`config.mk`:
```
export PLATFORM = sky130hd
export DESIGN_NAME = view_matrix_gen
export DESIGN_NICKNAME = d
export VERILOG_FILES = /design/src/rtl/view_matrix_gen.sv
export SDC_FILE = /design/constraint.sdc
export NUM_CORES = 2
export LEC_CHECK = 0
export CAP_MARGIN = 20
export CORE_ASPECT_RATIO = 1.4
export CORE_MARGIN = 4
export CORE_UTILIZATION = 55
export DETAILED_ROUTE_END_ITERATION = 8
export PLACE_DENSITY = 0.84
export SLEW_MARGIN = 20
export SYNTH_ARGS = -nofsm -noshare
export SYNTH_HDL_FRONTEND = slang
export SYNTH_SLANG_ARGS = --single-unit
```
`constraint.sdc`:
```
create_clock -name Clk -period 12.6 [get_ports Clk]
set_input_delay 1.89 -clock Clk [delete_from_list [all_inputs] [get_ports Clk]]
set_output_delay 1.89 -clock Clk [all_outputs]
set_load 0.05 [all_outputs]
```
`src/rtl/view_matrix_gen.sv`:
```
// Fixed-point yaw+translate view matrix; latency start->out_valid is 1 edge (mode 0) or 6 edges (mode 1).
// Result held in DONE until out_ready; start ignored outside IDLE.
module view_matrix_gen #(
  parameter int W    = 16,
  parameter int FRAC = 8
) (
  input  logic                Clk,
  input  logic                Reset,
  input  logic                start,
  input  logic                mode,
  input  logic [W-1:0]        x_pos,
  input  logic [W-1:0]        y_pos,
  input  logic [W-1:0]        z_pos,
  input  logic [W-1:0]        cos_yaw,
  input  logic [W-1:0]        sin_yaw,
  input  logic                out_ready,
  output logic                busy,
  output logic                out_valid,
  output logic [15:0][W-1:0]  view_matrix,
  output logic                sat
);

  localparam logic [W-1:0] ONE = {{(W-1){1'b0}}, 1'b1} << FRAC;

  typedef enum logic [2:0] {IDLE, MUL0, MUL1, MUL2, MUL3, SUM, DONE} state_t;

  state_t state, state_nxt;

  logic signed [W-1:0]   ex, ey, ez, c, s;
  logic signed [W-1:0]   op_a, op_b;
  logic signed [2*W-1:0] full_prod;
  logic signed [2*W-1:0] prod [4];
  logic [1:0]            mul_idx;
  logic                  mul_v;

  logic [2*W:0] tx_w, ty_w, tz_w, ns_w;
  logic [W:0]   tx_c, ty_c, tz_c, ns_c;

  // Returns {saturated, value}: clamps a (2W+1)-bit signed value to W bits.
  function automatic logic [W:0] clamp(input logic [2*W:0] v);
    if ((&v[2*W:W-1]) || (~|v[2*W:W-1]))
      clamp = {1'b0, v[W-1:0]};
    else
      clamp = {1'b1, v[2*W], {(W-1){~v[2*W]}}};
  endfunction

  // Operands are registered one edge before the multiply, so the last product
  // retires in the first SUM cycle and SUM waits for it before writing out.
  assign full_prod = op_a * op_b;

  assign tx_w = {prod[1][2*W-1], prod[1]} - {prod[0][2*W-1], prod[0]};
  assign tz_w = '0 - ({prod[2][2*W-1], prod[2]} + {prod[3][2*W-1], prod[3]});
  assign ty_w = '0 - {{(W+1){ey[W-1]}}, ey};
  assign ns_w = '0 - {{(W+1){s[W-1]}}, s};

  assign tx_c = clamp(tx_w);
  assign ty_c = clamp(ty_w);
  assign tz_c = clamp(tz_w);
  assign ns_c = clamp(ns_w);

  assign busy = (state != IDLE);

  always_ff @(posedge Clk or posedge Reset) begin
    if (Reset) state <= IDLE;
    else       state <= state_nxt;
  end

  always_comb begin
    state_nxt = state;
    case (state)
      IDLE:    if (start) state_nxt = mode ? MUL0 : SUM;
      MUL0:    state_nxt = MUL1;
      MUL1:    state_nxt = MUL2;
      MUL2:    state_nxt = MUL3;
      MUL3:    state_nxt = SUM;
      SUM:     if (!mul_v) state_nxt = DONE;
      DONE:    if (out_ready) state_nxt = IDLE;
      default: state_nxt = IDLE;
    endcase
  end

  always_ff @(posedge Clk or posedge Reset) begin
    if (Reset) begin
      ex        <= '0;
      ey        <= '0;
      ez        <= '0;
      c         <= '0;
      s         <= '0;
      op_a      <= '0;
      op_b      <= '0;
      mul_idx   <= '0;
      mul_v     <= 1'b0;
      out_valid <= 1'b0;
      sat       <= 1'b0;
      for (int i = 0; i < 4; i++) prod[i] <= '0;
      for (int i = 0; i < 16; i++) view_matrix[i] <= (i % 5 == 0) ? ONE : '0;
    end else begin
      mul_v <= 1'b0;
      if (mul_v) prod[mul_idx] <= full_prod >>> FRAC;
      case (state)
        IDLE: if (start) begin
          ex <= x_pos;
          ey <= y_pos;
          ez <= z_pos;
          if (mode) begin
            c <= cos_yaw;
            s <= sin_yaw;
          end else begin
            // c=ONE, s=0 makes every product trivial, so preload them.
            c       <= ONE;
            s       <= '0;
            prod[0] <= {{W{x_pos[W-1]}}, x_pos};
            prod[1] <= '0;
            prod[2] <= '0;
            prod[3] <= {{W{z_pos[W-1]}}, z_pos};
          end
        end
        MUL0: begin op_a <= c; op_b <= ex; mul_idx <= 2'd0; mul_v <= 1'b1; end
        MUL1: begin op_a <= s; op_b <= ez; mul_idx <= 2'd1; mul_v <= 1'b1; end
        MUL2: begin op_a <= s; op_b <= ex; mul_idx <= 2'd2; mul_v <= 1'b1; end
        MUL3: begin op_a <= c; op_b <= ez; mul_idx <= 2'd3; mul_v <= 1'b1; end
        SUM: if (!mul_v) begin
          view_matrix[0]  <= c;
          view_matrix[1]  <= '0;
          view_matrix[2]  <= ns_c[W-1:0];
          view_matrix[3]  <= tx_c[W-1:0];
          view_matrix[4]  <= '0;
          view_matrix[5]  <= ONE;
          view_matrix[6]  <= '0;
          view_matrix[7]  <= ty_c[W-1:0];
          view_matrix[8]  <= s;
          view_matrix[9]  <= '0;
          view_matrix[10] <= c;
          view_matrix[11] <= tz_c[W-1:0];
          view_matrix[12] <= '0;
          view_matrix[13] <= '0;
          view_matrix[14] <= '0;
          view_matrix[15] <= ONE;
          sat       <= tx_c[W] | ty_c[W] | tz_c[W] | ns_c[W];
          out_valid <= 1'b1;
        end
        DONE: if (out_ready) out_valid <= 1'b0;
        default: ;
      endcase
    end
  end

endmodule
```
Word-level counts from Yosys, hierarchy flattened
Cells that the tools add are included.
{"block": "classes", "n_mux": 25, "n_mul": 1, "reduce_logical": 32, "bitwise": 9, "n_addsub": 5, "magnitude_cmp": 2, "shift": 0, "div_mod_pow": 0, "eq_ne": 9}
{"cell": "128-bit 2-to-1 mux", "count": 4}
{"cell": "128-bit bitwise mux", "count": 1}
{"cell": "18-bit AND reduction", "count": 4}
{"cell": "18-bit OR reduction", "count": 4}
{"cell": "17-bit 2-to-1 mux", "count": 4}
{"cell": "32-bit demux with 2-bit select", "count": 1}
{"cell": "16-bit one-hot mux with 2 select lines", "count": 2}
{"cell": "1-bit by 16-bit subtractor with 17-bit output (first input constant)", "count": 2}
{"cell": "32-bit by 32-bit adder with 33-bit output", "count": 1}
{"cell": "1-bit by 33-bit subtractor with 33-bit output (first input constant)", "count": 1}
{"cell": "32-bit by 32-bit subtractor with 33-bit output", "count": 1}
{"cell": "16-bit by 16-bit multiplier with 32-bit output", "count": 1}
{"cell": "16-bit 2-to-1 mux", "count": 2}
{"cell": "32-bit 2-to-1 mux", "count": 1}
{"cell": "3-bit one-hot mux with 7 select lines", "count": 1}
{"cell": "3-bit 2-to-1 mux", "count": 4}
{"cell": "3-bit equality test (second input constant)", "count": 3}
{"cell": "2-bit one-hot mux with 4 select lines", "count": 1}
{"cell": "2-bit OR reduction", "count": 4}
{"cell": "3-bit by 2-bit equality test with 1-bit output (second input constant)", "count": 2}
{"cell": "2-bit != test (second input constant)", "count": 3}
{"cell": "3-bit AND reduction", "count": 2}
{"cell": "2-bit nonzero test", "count": 3}
{"cell": "1-bit NOT", "count": 5}
{"cell": "15 further kinds", "count": 26}
{"block": "totals", "memories": 0, "romBits": 0, "latch_bits": 0, "mem_bits_rw": 0, "register_bits": 344, "input_bits": 85}

Depth between registers and ports, before layout
{"block": "logic_depth", "depth_word": 10, "depth_mapped": 26}

Worst setup path before layout
OpenSTA, ideal clock, no wires.
{"block": "synth_path", "kind": "register to register", "start": "register op_a[15]", "end": "register prod[87] (netlist bit)", "setup_time_ps": 139, "arrival_ps": 6556, "stages_incl_launch_ff": 23, "path_slack_ps": 5905, "path_buffers": 2, "required_ps": 12461, "cell_sequence": "dfrtp_1 clkbuf_1 clkbuf_1 nand2_1 inv_1 fa_1 fa_1 fa_1 fa_1 fa_1 inv_1 fa_1 inv_1 ha_1 a21o_1 a211oi_1 o21bai_1 and2_1 a2111oi_1 o311a_1 nor3_1 o21ai_1 nor2_1"}
{"block": "synth_via", "elab_chain_len": 6}
{"item": "start: declaration", "line_no": "30", "rtl": "logic signed [W-1:0] op_a, op_b;"}
{"item": "start signal: assignment", "line_no": "89", "rtl": "op_a <= '0;"}
{"item": "start signal: assignment", "line_no": "118", "rtl": "MUL0: begin op_a <= c; op_b <= ex; mul_idx <= 2'd0; mul_v <= 1'b1; end"}
{"item": "start signal: assignment", "line_no": "119", "rtl": "MUL1: begin op_a <= s; op_b <= ez; mul_idx <= 2'd1; mul_v <= 1'b1; end"}
{"item": "16-bit by 16-bit multiplier with 32-bit output (*)", "line_no": "49", "rtl": "assign full_prod = op_a * op_b;"}
{"item": "128-bit bitwise mux (*)", "line_no": "99", "rtl": "if (mul_v) prod[mul_idx] <= full_prod >>> FRAC;"}
{"item": "128-bit 2-to-1 mux (*)", "line_no": "99"}
{"item": "128-bit 2-to-1 mux", "line_no": "105", "rtl": "if (mode) begin"}
{"item": "128-bit 2-to-1 mux", "line_no": "101", "rtl": "IDLE: if (start) begin"}
{"item": "128-bit 2-to-1 mux (*)", "line_no": "100", "rtl": "case (state)"}
{"item": "end signal: indexed assignment", "line_no": "99"}
{"item": "end: declaration", "line_no": "32", "rtl": "logic signed [2*W-1:0] prod [4];"}
Every way passes the cells marked *; elsewhere a longest branch is shown, timed or not.
A chain may end at the register's enable or synchronous reset.

Final worst setup path
{"block": "layout_path", "start": "register op_b[1]", "end": "register prod[94] (netlist bit)"}
{"block": "layout_via", "elab_chain_len": 6}
{"item": "start: declaration", "line_no": "30"}
{"item": "start signal: assignment", "line_no": "90", "rtl": "op_b <= '0;"}
{"item": "start signal: assignment", "line_no": "118"}
{"item": "start signal: assignment", "line_no": "119"}
{"item": "16-bit by 16-bit multiplier with 32-bit output (*)", "line_no": "49"}
{"item": "128-bit bitwise mux (*)", "line_no": "99"}
{"item": "128-bit 2-to-1 mux (*)", "line_no": "99"}
{"item": "128-bit 2-to-1 mux", "line_no": "105"}
{"item": "128-bit 2-to-1 mux", "line_no": "101"}
{"item": "128-bit 2-to-1 mux (*)", "line_no": "100"}
Marks and branches as above.

==> reports/results.ini <==
[run_status]
status = completed

[timing]
rsz0062_at_grt = false
setup_violations = 0
fmax_mhz = 134.4
relSlewSlack_pct = 26.27
min_period_over_period_pct = 59.07
tns_ns = 0
worst_pin_slew_ns = 1.102
fin_ws_ns = 5.157
min_period_ns = 7.443
finalHoldViolations = 0
slew_violations = 0
finalClockSkew_ns = 0.02760

[yosys]
synth-compound-area-share_pct = 13.93
synth_xor_area_share_pct = 2.957
synth_top_family_by_area = adder cells
synth_area_leaders = dfrtp_1 (29%), fa_1 (18%), ha_1 (7.4%)
ys_seq_area_share_pct = 28.78
synthSimpleGateAreaFrac_pct = 15.80
ys_ff_latch = 344
synth.largest_area_cell = dfrtp_1
synth_area_mm2 = 0.02991
yosys.area_share.adder_pct = 24.96
yosys-top-cells-count = nand2_1 (537), inv_1 (417), dfrtp_1 (343)
synth_mux_area_share_pct = 2.167
synth_cell_type_count = 92
synth_ff_type = dfrtp_1
async_flop_share_pct = 100.0
syn_area_per_cell_um2 = 8.847
synth-edff-count = 0
yosysMostFrequentCell = nand2_1
ys_warn_count = 0
synth_top_area_share_pct = 28.69
postSynthCellCount = 3381

[place]
post-place-ws_ns = 5.287
placed_cells = 4136
dp_hpwl_mm = 61.81
io_buffers = 199
gp_congestion = 0.9418

[route]
firstDrtPassIters = 6
wl_per_cell_um = 19.05
ant_nets = 0
detail_route.vias_per_cell = 5.667
totalWireLength_mm = 79.99
vias = 23790
route.detailed.drc = 0
drtIter0Drc = 1738

[critical_path]
cp_num_buf_inv = 3
critPathMaxStageDelay_ns = 0.77
reg2reg_depth = 22
rrSetupSlack_ns = 5.16
reg2reg_from = op_b[1]
crit_family = adder cells
cp_data_required_time_ns = 12.98
crit_chain = nand2_1 > inv_1 > fa_1 > fa_1 > fa_1 > fa_1 > fa_1 > inv_1 > fa_1 > inv_1 > ha_1 > a21o_1 > a21o_1 > a21o_1 > a211oi_1 > o21bai_1 > and2_1 > a2111oi_1 > o311a_1 > nor3_1 > o21ai_1 > nor2_1
crit_type = register to register
end_kind = register
cpMostUsedCell = fa_1
crit_slowest_cell = fa_1
worstPathMaxFanout = 16
crit_path_start_kind = register
reg2reg_to = prod[94]
worst_ep_arrival_time_ns = 7.82

[clocking]
cts_resized = 0
htree_num_levels = 2
cts-root-buf = clkbuf_16
clk_pin_slew_worst_paths_ns = 0.06
cts_setup_buffers = 0
hold_buffers = 0
clk_latency_ns = 0.54
cts_buffers = 34
clock_sinks = 344
cts_max_path_buffers = 3
cts_tree = built

[floorplan]
die_x_um = 205.1
dieArea_mm2 = 0.05823
ios = 344
die_y_um = 283.9
fp-row-count = 100
initial_utilization_pct = 55.86
core-area_mm2 = 0.05355

[global_routing]
grt_start_max_net_pins = 166
grt_pass1_vias = 24520
grt_pass1_wl_mm = 129.4
grt-ovfl-total = 0
track_usage_pct = 27.67
antenna_found_initial = 1

[finish]
fin_cells = 4199
utilization_pct = 61.28
area_growth_pct = 9.709
num-nets-final = 3982
drive_above_1_share_pct = 4.793

[worst_hold_path]
hold_path.class = register to register
hold_end = view_matrix[168]
min_path_cells = 2
worstHoldStart = view_matrix[168]

[job]
drv_cap = 0

-- metrics by stage --
step / cell area (um^2) / hold slack [ns]
finish: 32820 / 0.4771
detailed placement: 31670 / 0.4633
floorplan: 30450 / 0.4564
CTS: 32800 / 0.4771
global route: 32820 / 0.5005
global placement: 31670 / 0.4574
-- placed cells by master (no fill, tap or decap), types with 6 or more instances in the layout --
| cell type | n |
|---|---|
| nand3b_1 | 6 |
| nand4_1 | 16 |
| o22ai_1 | 9 |
| fa_1 | 263 |
| a22oi_1 | 50 |
| or3_1 | 17 |
| nand3_1 | 28 |
| nor2b_1 | 12 |
| xnor2_1 | 65 |
| o31ai_1 | 10 |
| nor2_1 | 199 |
| clkdlybuf4s50_1 | 199 |
| xor2_1 | 35 |
| o21ai_1 | 17 |
| buf_4 | 16 |
| a211oi_1 | 16 |
| a31oi_1 | 16 |
| mux2_2 | 52 |
| conb_1 | 144 |
| and3_1 | 10 |
| and2_1 | 130 |
| or2_2 | 6 |
| a21o_1 | 48 |
| or4_1 | 8 |
| nand2_1 | 537 |
| inv_1 | 416 |
| and4_1 | 6 |
| nor3_1 | 35 |
| o21bai_1 | 15 |
| clkbuf_16 | 37 |
| o211ai_1 | 16 |
| a21oi_1 | 209 |
| dfrtp_1 | 343 |
| nor4_1 | 8 |
| o21a_1 | 31 |
| nand2b_1 | 16 |
| clkbuf_1 | 9 |
| ha_1 | 176 |
| o21ai_0 | 131 |
-- cell type report --
type	instances	area, um^2
Clock inverter	11	105.1
Multi-Input combinational cell	2445	18470
Timing Repair Buffer	216	2132
Inverter	417	1573
Antenna cell	1	2.502
Sequential cell	344	8610
Tap cell	714	893.4
Clock buffer	51	1028
Fill cell	4445	20730
-- worst max path at each step --
stage	start	end	slack [ns]	cells after the start
global placement	op_a[7]	prod[56]	5.42	22
detailed placement	op_a[7]	prod[94]	5.29	22
floorplan	Reset	c[0]	1.17	1
finish	op_b[1]	prod[94]	5.16	22
global route	op_b[2]	prod[90]	4.82	20
CTS	op_a[7]	prod[55]	5.24	22
-- state kept, by name (all words and copies together), names as in the netlist, 16 cells and up --
register / cells
c: 16
view_matrix: 96
s: 16
ex: 16
prod: 128
op_b: 16
op_a: 16
ez: 16
ey: 16
-- kinds of logic (layout without fill, tap and decap cells) --
logic type               after synthesis  count (layout)
AO/OA/AOI/OAI                        652             652
multiplexers                          57              57
other                                  2             145
AND/OR/NAND/NOR                     1052            1052
XOR/XNOR                             101             101
buffers and inverters                734             695
adder cells (fa/ha/maj)              439             439
flip-flops                           344             344
-- routing by layer --
layer,GRT usage [%],routed length [um],up-vias
met2,49.00,41390,959
met1,31.15,27580,11700
li1,-,-,10830
met3,3.841,4807,311
met5,0,0,-
met4,17.23,6212,0
-- worst register-to-register path: stages (launching register included) --
cell	delay, ns
dfrtp_1	0.62
nand2_1	0.23
inv_1	0.11
fa_1	0.77
fa_1	0.51
fa_1	0.44
fa_1	0.53
fa_1	0.56
inv_1	0.06
fa_1	0.48
inv_1	0.04
ha_1	0.30
a21o_1	0.19
a21o_1	0.17
a21o_1	0.19
a211oi_1	0.26
o21bai_1	0.13
and2_1	0.19
a2111oi_1	0.49
o311a_1	0.23
nor3_1	0.10
o21ai_1	0.58
nor2_1	0.12
Power is not shown: default switching activity piles up to over one toggle a cycle in this logic, so the estimate is an artifact.
